--- config.mk ---
export PLATFORM = sky130hd
export DESIGN_NAME = fault_test_sequencer
export DESIGN_NICKNAME = d
export VERILOG_FILES = /design/src/rtl/fault_test_sequencer.sv
export SDC_FILE = /design/constraint.sdc
export NUM_CORES = 1
export LEC_CHECK = 0
export CELL_PAD_IN_SITES_DETAIL_PLACEMENT = 1
export CELL_PAD_IN_SITES_GLOBAL_PLACEMENT = 1
export CORE_MARGIN = 2
export CORE_UTILIZATION = 37
export CTS_CLUSTER_SIZE = 25
export DETAILED_ROUTE_END_ITERATION = 12
export PLACE_DENSITY = 0.88
export SLEW_MARGIN = 20
export SYNTH_ARGS = -nofsm -noshare
export SYNTH_HDL_FRONTEND = slang
export SYNTH_SLANG_ARGS = --single-unit
--- constraint.sdc ---
create_clock -name clk -period 2.2 [get_ports clk]
set_clock_uncertainty 0.05 [all_clocks]
set_input_delay 0.44 -clock clk [delete_from_list [all_inputs] [get_ports clk]]
set_output_delay 0.44 -clock clk [all_outputs]
set_load 0.03 [all_outputs]
--- src/rtl/fault_test_sequencer.sv ---
// rtl/fault_test_sequencer.sv - exhaustive 3-bit stimulus sweep with golden/faulty response comparison
module fault_test_sequencer #(
  parameter int SETTLE_CYCLES = 2
) (
  input  logic       clk,
  input  logic       rst_n,
  input  logic       start,
  output logic       A,
  output logic       B,
  output logic       C,
  input  logic       F0_good,
  input  logic       F1_good,
  input  logic       F0_dut,
  input  logic       F1_dut,
  output logic       busy,
  output logic       done,
  output logic       fault_detected,
  output logic [7:0] fail_mask,
  output logic [3:0] fail_count,
  output logic [2:0] first_fail_vec,
  output logic       f0_fail_any,
  output logic       f1_fail_any
);

  typedef enum logic [1:0] {
    ST_IDLE,
    ST_APPLY,
    ST_SAMPLE,
    ST_DONE
  } state_t;

  // Settle counter value on the last APPLY cycle of a vector.
  localparam logic [3:0] SETTLE_LAST = 4'(SETTLE_CYCLES - 1);

  state_t     state, state_nxt;
  logic [2:0] vec, vec_nxt;
  logic [3:0] settle, settle_nxt;
  logic       busy_nxt, done_nxt;
  logic       fault_detected_nxt;
  logic [7:0] fail_mask_nxt;
  logic [3:0] fail_count_nxt;
  logic [2:0] first_fail_vec_nxt;
  logic       f0_fail_any_nxt, f1_fail_any_nxt;

  logic       f0_diff, f1_diff, mismatch;

  // The applied vector is the registered vector counter itself, so A/B/C
  // change only on clock edges and read 7 while results are held in DONE.
  assign {A, B, C} = vec;

  assign f0_diff  = F0_good ^ F0_dut;
  assign f1_diff  = F1_good ^ F1_dut;
  assign mismatch = f0_diff | f1_diff;

  // State register and all registered outputs, with synchronous reset.
  always_ff @(posedge clk) begin
    if (!rst_n) begin
      state          <= ST_IDLE;
      vec            <= 3'd0;
      settle         <= 4'd0;
      busy           <= 1'b0;
      done           <= 1'b0;
      fault_detected <= 1'b0;
      fail_mask      <= 8'h00;
      fail_count     <= 4'd0;
      first_fail_vec <= 3'd0;
      f0_fail_any    <= 1'b0;
      f1_fail_any    <= 1'b0;
    end else begin
      state          <= state_nxt;
      vec            <= vec_nxt;
      settle         <= settle_nxt;
      busy           <= busy_nxt;
      done           <= done_nxt;
      fault_detected <= fault_detected_nxt;
      fail_mask      <= fail_mask_nxt;
      fail_count     <= fail_count_nxt;
      first_fail_vec <= first_fail_vec_nxt;
      f0_fail_any    <= f0_fail_any_nxt;
      f1_fail_any    <= f1_fail_any_nxt;
    end
  end

  // Next-state and next-result logic; everything holds unless a state acts on it.
  always_comb begin
    state_nxt          = state;
    vec_nxt            = vec;
    settle_nxt         = settle;
    busy_nxt           = busy;
    done_nxt           = done;
    fault_detected_nxt = fault_detected;
    fail_mask_nxt      = fail_mask;
    fail_count_nxt     = fail_count;
    first_fail_vec_nxt = first_fail_vec;
    f0_fail_any_nxt    = f0_fail_any;
    f1_fail_any_nxt    = f1_fail_any;

    case (state)
      ST_IDLE, ST_DONE: begin
        if (start) begin
          state_nxt          = ST_APPLY;
          vec_nxt            = 3'd0;
          settle_nxt         = 4'd0;
          busy_nxt           = 1'b1;
          done_nxt           = 1'b0;
          fault_detected_nxt = 1'b0;
          fail_mask_nxt      = 8'h00;
          fail_count_nxt     = 4'd0;
          first_fail_vec_nxt = 3'd0;
          f0_fail_any_nxt    = 1'b0;
          f1_fail_any_nxt    = 1'b0;
        end
      end

      ST_APPLY: begin
        settle_nxt = settle + 4'd1;
        if (settle == SETTLE_LAST) begin
          state_nxt = ST_SAMPLE;
        end
      end

      ST_SAMPLE: begin
        if (mismatch) begin
          fail_mask_nxt   = fail_mask | (8'h01 << vec);
          fail_count_nxt  = fail_count + 4'd1;
          f0_fail_any_nxt = f0_fail_any | f0_diff;
          f1_fail_any_nxt = f1_fail_any | f1_diff;
          if (!fault_detected) begin
            fault_detected_nxt = 1'b1;
            first_fail_vec_nxt = vec;
          end
        end
        if (vec == 3'd7) begin
          state_nxt = ST_DONE;
          busy_nxt  = 1'b0;
          done_nxt  = 1'b1;
        end else begin
          state_nxt  = ST_APPLY;
          vec_nxt    = vec + 3'd1;
          settle_nxt = 4'd0;
        end
      end

      default: begin
        state_nxt = ST_IDLE;
      end
    endcase
  end

endmodule

== After elaboration in Yosys (flattened, before gate mapping) ==
Index checks and enable logic that the tools add are counted.

* Word-level logic and storage cells: 71
* Bits in registers: 29
* Output and inout bits: 23
* Bits of input ports: 7

* Add/sub/neg operators: 3
* Shifts and indexed selects: 1
* Equal/unequal tests: 11
* Bitwise logic cells: 6
* Reductions and logical operators: 9
* Muxes and demuxes: 30

{| class="wikitable"
|+ Operators with widths
! operator !! number
|-
| $mux W8 || 2
|-
| $pmux W8 S2 || 1
|-
| $mux W3 || 4
|-
| $mux W4 || 3
|-
| $ne A2 B2 Y1 const B || 6
|-
| $pmux W3 S2 || 2
|-
| $pmux W4 S3 || 1
|-
| $pmux W1 S2 || 5
|-
| $reduce_and A3 Y1 || 3
|-
| $add A4 B1 Y4 const B || 2
|-
| $or A8 B8 Y8 || 1
|-
| $pmux W4 S2 || 1
|-
| $shl A1 B3 Y8 const A || 1
|-
| $mux W1 || 7
|-
| $mux W2 || 3
|-
| $pmux W2 S3 || 1
|-
| $eq A2 B2 Y1 const B || 2
|-
| $eq A4 B1 Y1 const B || 1
|-
| $reduce_and A2 Y1 || 2
|-
| $reduce_and A4 Y1 || 1
|-
| $add A3 B1 Y3 const B || 1
|-
| $eq A3 B3 Y1 const B || 1
|-
| $or A1 B1 Y1 || 3
|-
| $eq A2 B1 Y1 const B || 1
|-
| other kinds (4) || 5
|}

== Longest topological paths before layout ==
Gate-level depths: netlist (run 1).

* Word-level depth: 4
* Gate-level depth with buffers: 7
* Gate-level depth less buffers: 6

== Least setup slack after synthesis (run 1) ==
No wires, ideal clock.

* Path kind: reg-to-reg
* Start: reg state[0]
* End: reg fail_count[3]
* Path buffers: 0
* Setup time: 0.074 ns
* Data required time: 2.076 ns
* Data arrival time: 1.742 ns
* Stages on the path, launching flop included: 7
* Clock period less this slack: 1.866 ns
* Setup slack: 0.334 ns
* Cells stage by stage: dfxtp_1 -> inv_1 -> ha_1 -> mux2_4 -> o31ai_4 -> or4b_1 -> a31oi_1

* Word-level cells in the longest chain between the ends: 4
* Elaborated cells on any way between the ends: 9
* Those cells by class: eq/ne (4); mux (1); reduce/logical (4)

{| class="wikitable"
|+ Ends and longest elaborated chain
! what !! line !! text
|-
| start, declared || 35 || <nowiki>state_t state, state_nxt;</nowiki>
|-
| start signal, assigned || 70 || <nowiki>state <= state_nxt;</nowiki>
|-
| $eq A2 B2 Y1 or $logic_not A2 Y1 (tied branches) || 98 || <nowiki>case (state)</nowiki>
|-
| $reduce_or A2 Y1 || 98 ||
|-
| $ne A2 B2 Y1 (no source line) or $reduce_bool A2 Y1 (tied branches) || - ||
|-
| $reduce_and A3 Y1 (no source line) || - ||
|-
| end signal, assigned || 77 || <nowiki>fail_count <= fail_count_nxt;</nowiki>
|-
| end, declared || 19 || <nowiki>output logic [3:0] fail_count,</nowiki>
|}

Parallel ways exist; a longest one is shown, timed or not.
A chain may end at the register's enable or synchronous reset.

== Worst setup path in the final report (run 1) ==
* Start: reg vec[2]
* End: out A

{| class="wikitable"
|+ RTL lines
! what !! line !! text
|-
| start, declared || 36 || <nowiki>logic [2:0] vec, vec_nxt;</nowiki>
|-
| start signal, assigned || 71 || <nowiki>vec <= vec_nxt;</nowiki>
|-
| end, declared || 8 || <nowiki>output logic A,</nowiki>
|}

No word-level cell between the ends.

==> impl_metrics.tcl, run 1 <==
set metrics [dict create \
    ioPinCount 30 \
    core-area_um2 3690 \
    synth_top_family_by_area "simple AND/OR/NAND/NOR gates" \
    yosysTopAreaCell "dfxtp_1" \
    die_area_um2 4360 \
    vias 1278 \
    r2r_cells 7 \
    p_seq_frac 0.372 \
    fin_area_um2 1920 \
    ys_seq_area_frac 0.407 \
    synth.mux.area_fraction 0.0615 \
    tritoncts "done" \
    rows 22 \
    hp-class "reg -> reg" \
    synthFlopType "dfxtp_1" \
    drive_above_1_share 0.121 \
    slowest_stage "clkdlybuf4s50_1" \
    synth_compound_area_frac 0.159 \
    antenna_found_initial 0 \
    crit_chain "clkdlybuf4s50_1" \
    synthesis.area_um2 1430 \
    cp_num_buf_inv 1 \
    end_kind "output pin" \
    slowest_delay_ns 0.74 \
    setup_viol 0 \
    dpl_cell_area_um2 1810 \
    slew_viol_final 0 \
    avgViaCountPerCell 5.20 \
    final_cells 246 \
    grt_pass1_vias 1392 \
    portBuffers 29 \
    synthesis.nets 179 \
    ys_types 30 \
    finalCritPeriodShare 0.932 \
    synthXorXnorAreaFrac 0.0228 \
    crit_required_ns 1.71 \
    fmax_mhz 488 \
    combPwrFrac 0.328 \
    vdd_drop_max_mv 0.430 \
    clockPowerShare 0.300 \
    firstDrtPassIters 4 \
    fp.dieH_um 66.1 \
    track_usage 0.201 \
    hold_path_end "first_fail_vec[1]" \
    syn_inst 158 \
    p_switching_uw 533 \
    hold_viol 0 \
    min_period_ns 2.05 \
    cpLargestDelayFamily "buffers and inverters" \
    grt_pass1_wl_mm 6.54 \
    postSynthAreaPerCell_um2 9.02 \
    drtAntennaViolNets 0 \
    internal-power_mw 1.07 \
    htreeDepth 2 \
    cts_root_buf "clkbuf_8" \
    crit-reg2reg-launch "state[0]" \
    path_class "reg -> out" \
    cp-start-kind "register" \
    cts_max_path_buffers 2 \
    yosys_register_bits 29 \
    place_congestion 0.797 \
    ys_async_sr_fraction 0 \
    die_x_um 66.1 \
    postCtsHoldBufs 0 \
    rr_endpoint "fail_mask[6]" \
    yosys-top-cells-area "dfxtp_1 (41%), ha_1 (12%), a21oi_1 (5.3%)" \
    synthSimpleGateAreaFrac 0.185 \
    hold_depth 2 \
    maxSlewHeadroom 0.757 \
    cts_setup_buffers 0 \
    status "finished clean" \
    max_cap_violations 0 \
    ff2ff_setup_slack_ns 0.19 \
    tns_ns 0 \
    dp_cells 238 \
    synth_edf_count 0 \
    rsz0062_at_grt "no" \
    diodes 0 \
    grt-ovfl-total 0 \
    worstMarginPinSlew_ns 0.364 \
    arrival_ns 1.56 \
    cts.sinks 29 \
    power_density_nw_per_um2 835 \
    syn_to_final_growth_pct 34.4 \
    synthAdderAreaFrac 0.123 \
    initial_core_util 0.386 \
    clk_latency_ns 0.28 \
    cp_max_fo 9 \
    path_clk_slew_ns 0.06 \
    final_util 0.519 \
    wirelength_mm 3.90 \
    drc 0 \
    leakage_nw 0.734 \
    cts_buffers 5 \
    fin_nets 218 \
    routedWlPerCell_um 15.9 \
    yosys.area.top_type_share 0.407 \
    hp-start "first_fail_vec[1]" \
    hold_slack_ns 0.413 \
    cts-resized-gates 0 \
    p_sw_frac 0.333 \
    hpwl_mm 2.95 \
    ys_warn_count 0 \
    grt_max_degree 13 \
    drt-initial-drc-count 29 \
]
==> cells by family (layout without fill, tap and decap cells) <==
family	after synthesis	count (layout)
AO/OA/AOI/OAI	35	35
XOR/XNOR	2	2
adder cells (fa/ha/maj)	14	14
buffers and inverters	15	55
flip-flops	29	29
multiplexers	8	8
AND/OR/NAND/NOR	55	55
==> sequential cells by signal, summed over array words and instances, names as in the netlist <==
name and flops:
fault_detected 1, f0_fail_any 1, fail_mask 8, first_fail_vec 3, vec 3, state 2
f1_fail_any 1, fail_count 4, settle 4, done 1, busy 1
==> worst reg2reg max path, stage by stage (launching register included) <==
cell and delay, ns:
dfxtp_1 0.38, inv_1 0.08, ha_1 0.41, mux2_4 0.37, o31a_1 0.17, buf_4 0.19, a31oi_1 0.20, nor2_1 0.06
==> power groups by stage <==
stage | clock network, mW | logic (mW) | registers [mW]
global placement | 0 | 0.490 | 0.603
floorplan | 0 | 0.299 | 0.647
detailed placement | 0 | 0.517 | 0.607
CTS | 0.494 | 0.526 | 0.597
global route | 0.515 | 0.572 | 0.601
finish | 0.480 | 0.524 | 0.595
==> metrics by stage <==
stage	setup slack (ns)	power [mW]
after floorplan	0.334	0.945
after global placement	0.118	1.09
after detailed placement	0.0494	1.12
after CTS	0.146	1.62
after global routing	0.0463	1.69
final	0.150	1.60
==> cell usage in the layout (no fill, tap or decap), types with 2 or more instances in the layout <==
master | synthesis | final
o21ai_0 | 2 | 2
o21a_1 | 2 | 2
nand2_1 | 13 | 13
mux2_2 | 2 | 2
xor2_2 | 2 | 2
nor4b_1 | 2 | 2
a211oi_1 | 3 | 3
mux2i_1 | 5 | 5
nor2_1 | 20 | 20
ha_1 | 14 | 14
inv_1 | 10 | 10
a31oi_1 | 8 | 8
clkdlybuf4s50_1 | 0 | 29
buf_4 | 0 | 8
nor2b_1 | 2 | 2
nor3_1 | 3 | 3
clkbuf_8 | 0 | 7
nand3_1 | 9 | 9
dfxtp_1 | 29 | 29
a21oi_1 | 15 | 15
or3b_2 | 2 | 2
==> how the worst max path moves through the flow <==
stage / start / endpoint / cells after the start
2_1_floorplan: state[0] / fail_count[3] / 6
3_3_place_gp: F1_dut / fail_count[3] / 5
3_5_place_dp: F1_good / fail_count[3] / 5
4_1_cts: vec[2] / A / 1
5_1_grt: state[0] / fail_mask[2] / 7
6_report: vec[2] / A / 1
==> synth_stat cells (2+ instances only) <==
library cell,instances
or3b_2,2
xor2_2,2
a211oi_1,3
nor2_1,20
nand3_1,9
nand2_1,13
inv_1,10
a21oi_1,15
mux2i_1,5
ha_1,14
buf_2,2
clkbuf_1,3
mux2_2,2
o21ai_0,2
nor2b_1,2
nor3_1,3
a31oi_1,8
dfxtp_1,29
nor4b_1,2
o21a_1,2
==> layout make-up <==
class	instances	area (µm²)
clock buffer	7	96.3
clock inverter	1	5.00
fill	426	1770
inverter	10	37.5
multi-input combinational	114	786
sequential	29	581
tap	48	60.1
timing repair buffer	37	350
==> routing by layer <==
metal | wire (µm) | share of wire | global-route usage
met2 | 2040 | 0.52 | 0.364
met4 | 46 | 0.012 | 0.0663
met3 | 129 | 0.033 | 0.0477
met1 | 1690 | 0.43 | 0.230
met5 | 0 | 0 | 0
(Power assumes the default switching activity.)
==> inputs of run 2 (changes only) <==
Settings changed: ABC_CLOCK_PERIOD_IN_PS set to 2200.
==> results of run 2 <==
No change in the layout: final DEF, timing and power equal those of run 1.
==> inputs of run 3 (changes only) <==
Settings changed: ABC_CLOCK_PERIOD_IN_PS 2200 to unset.
==> results of run 3 <==
No change in the layout: final DEF, timing and power equal those of run 1.
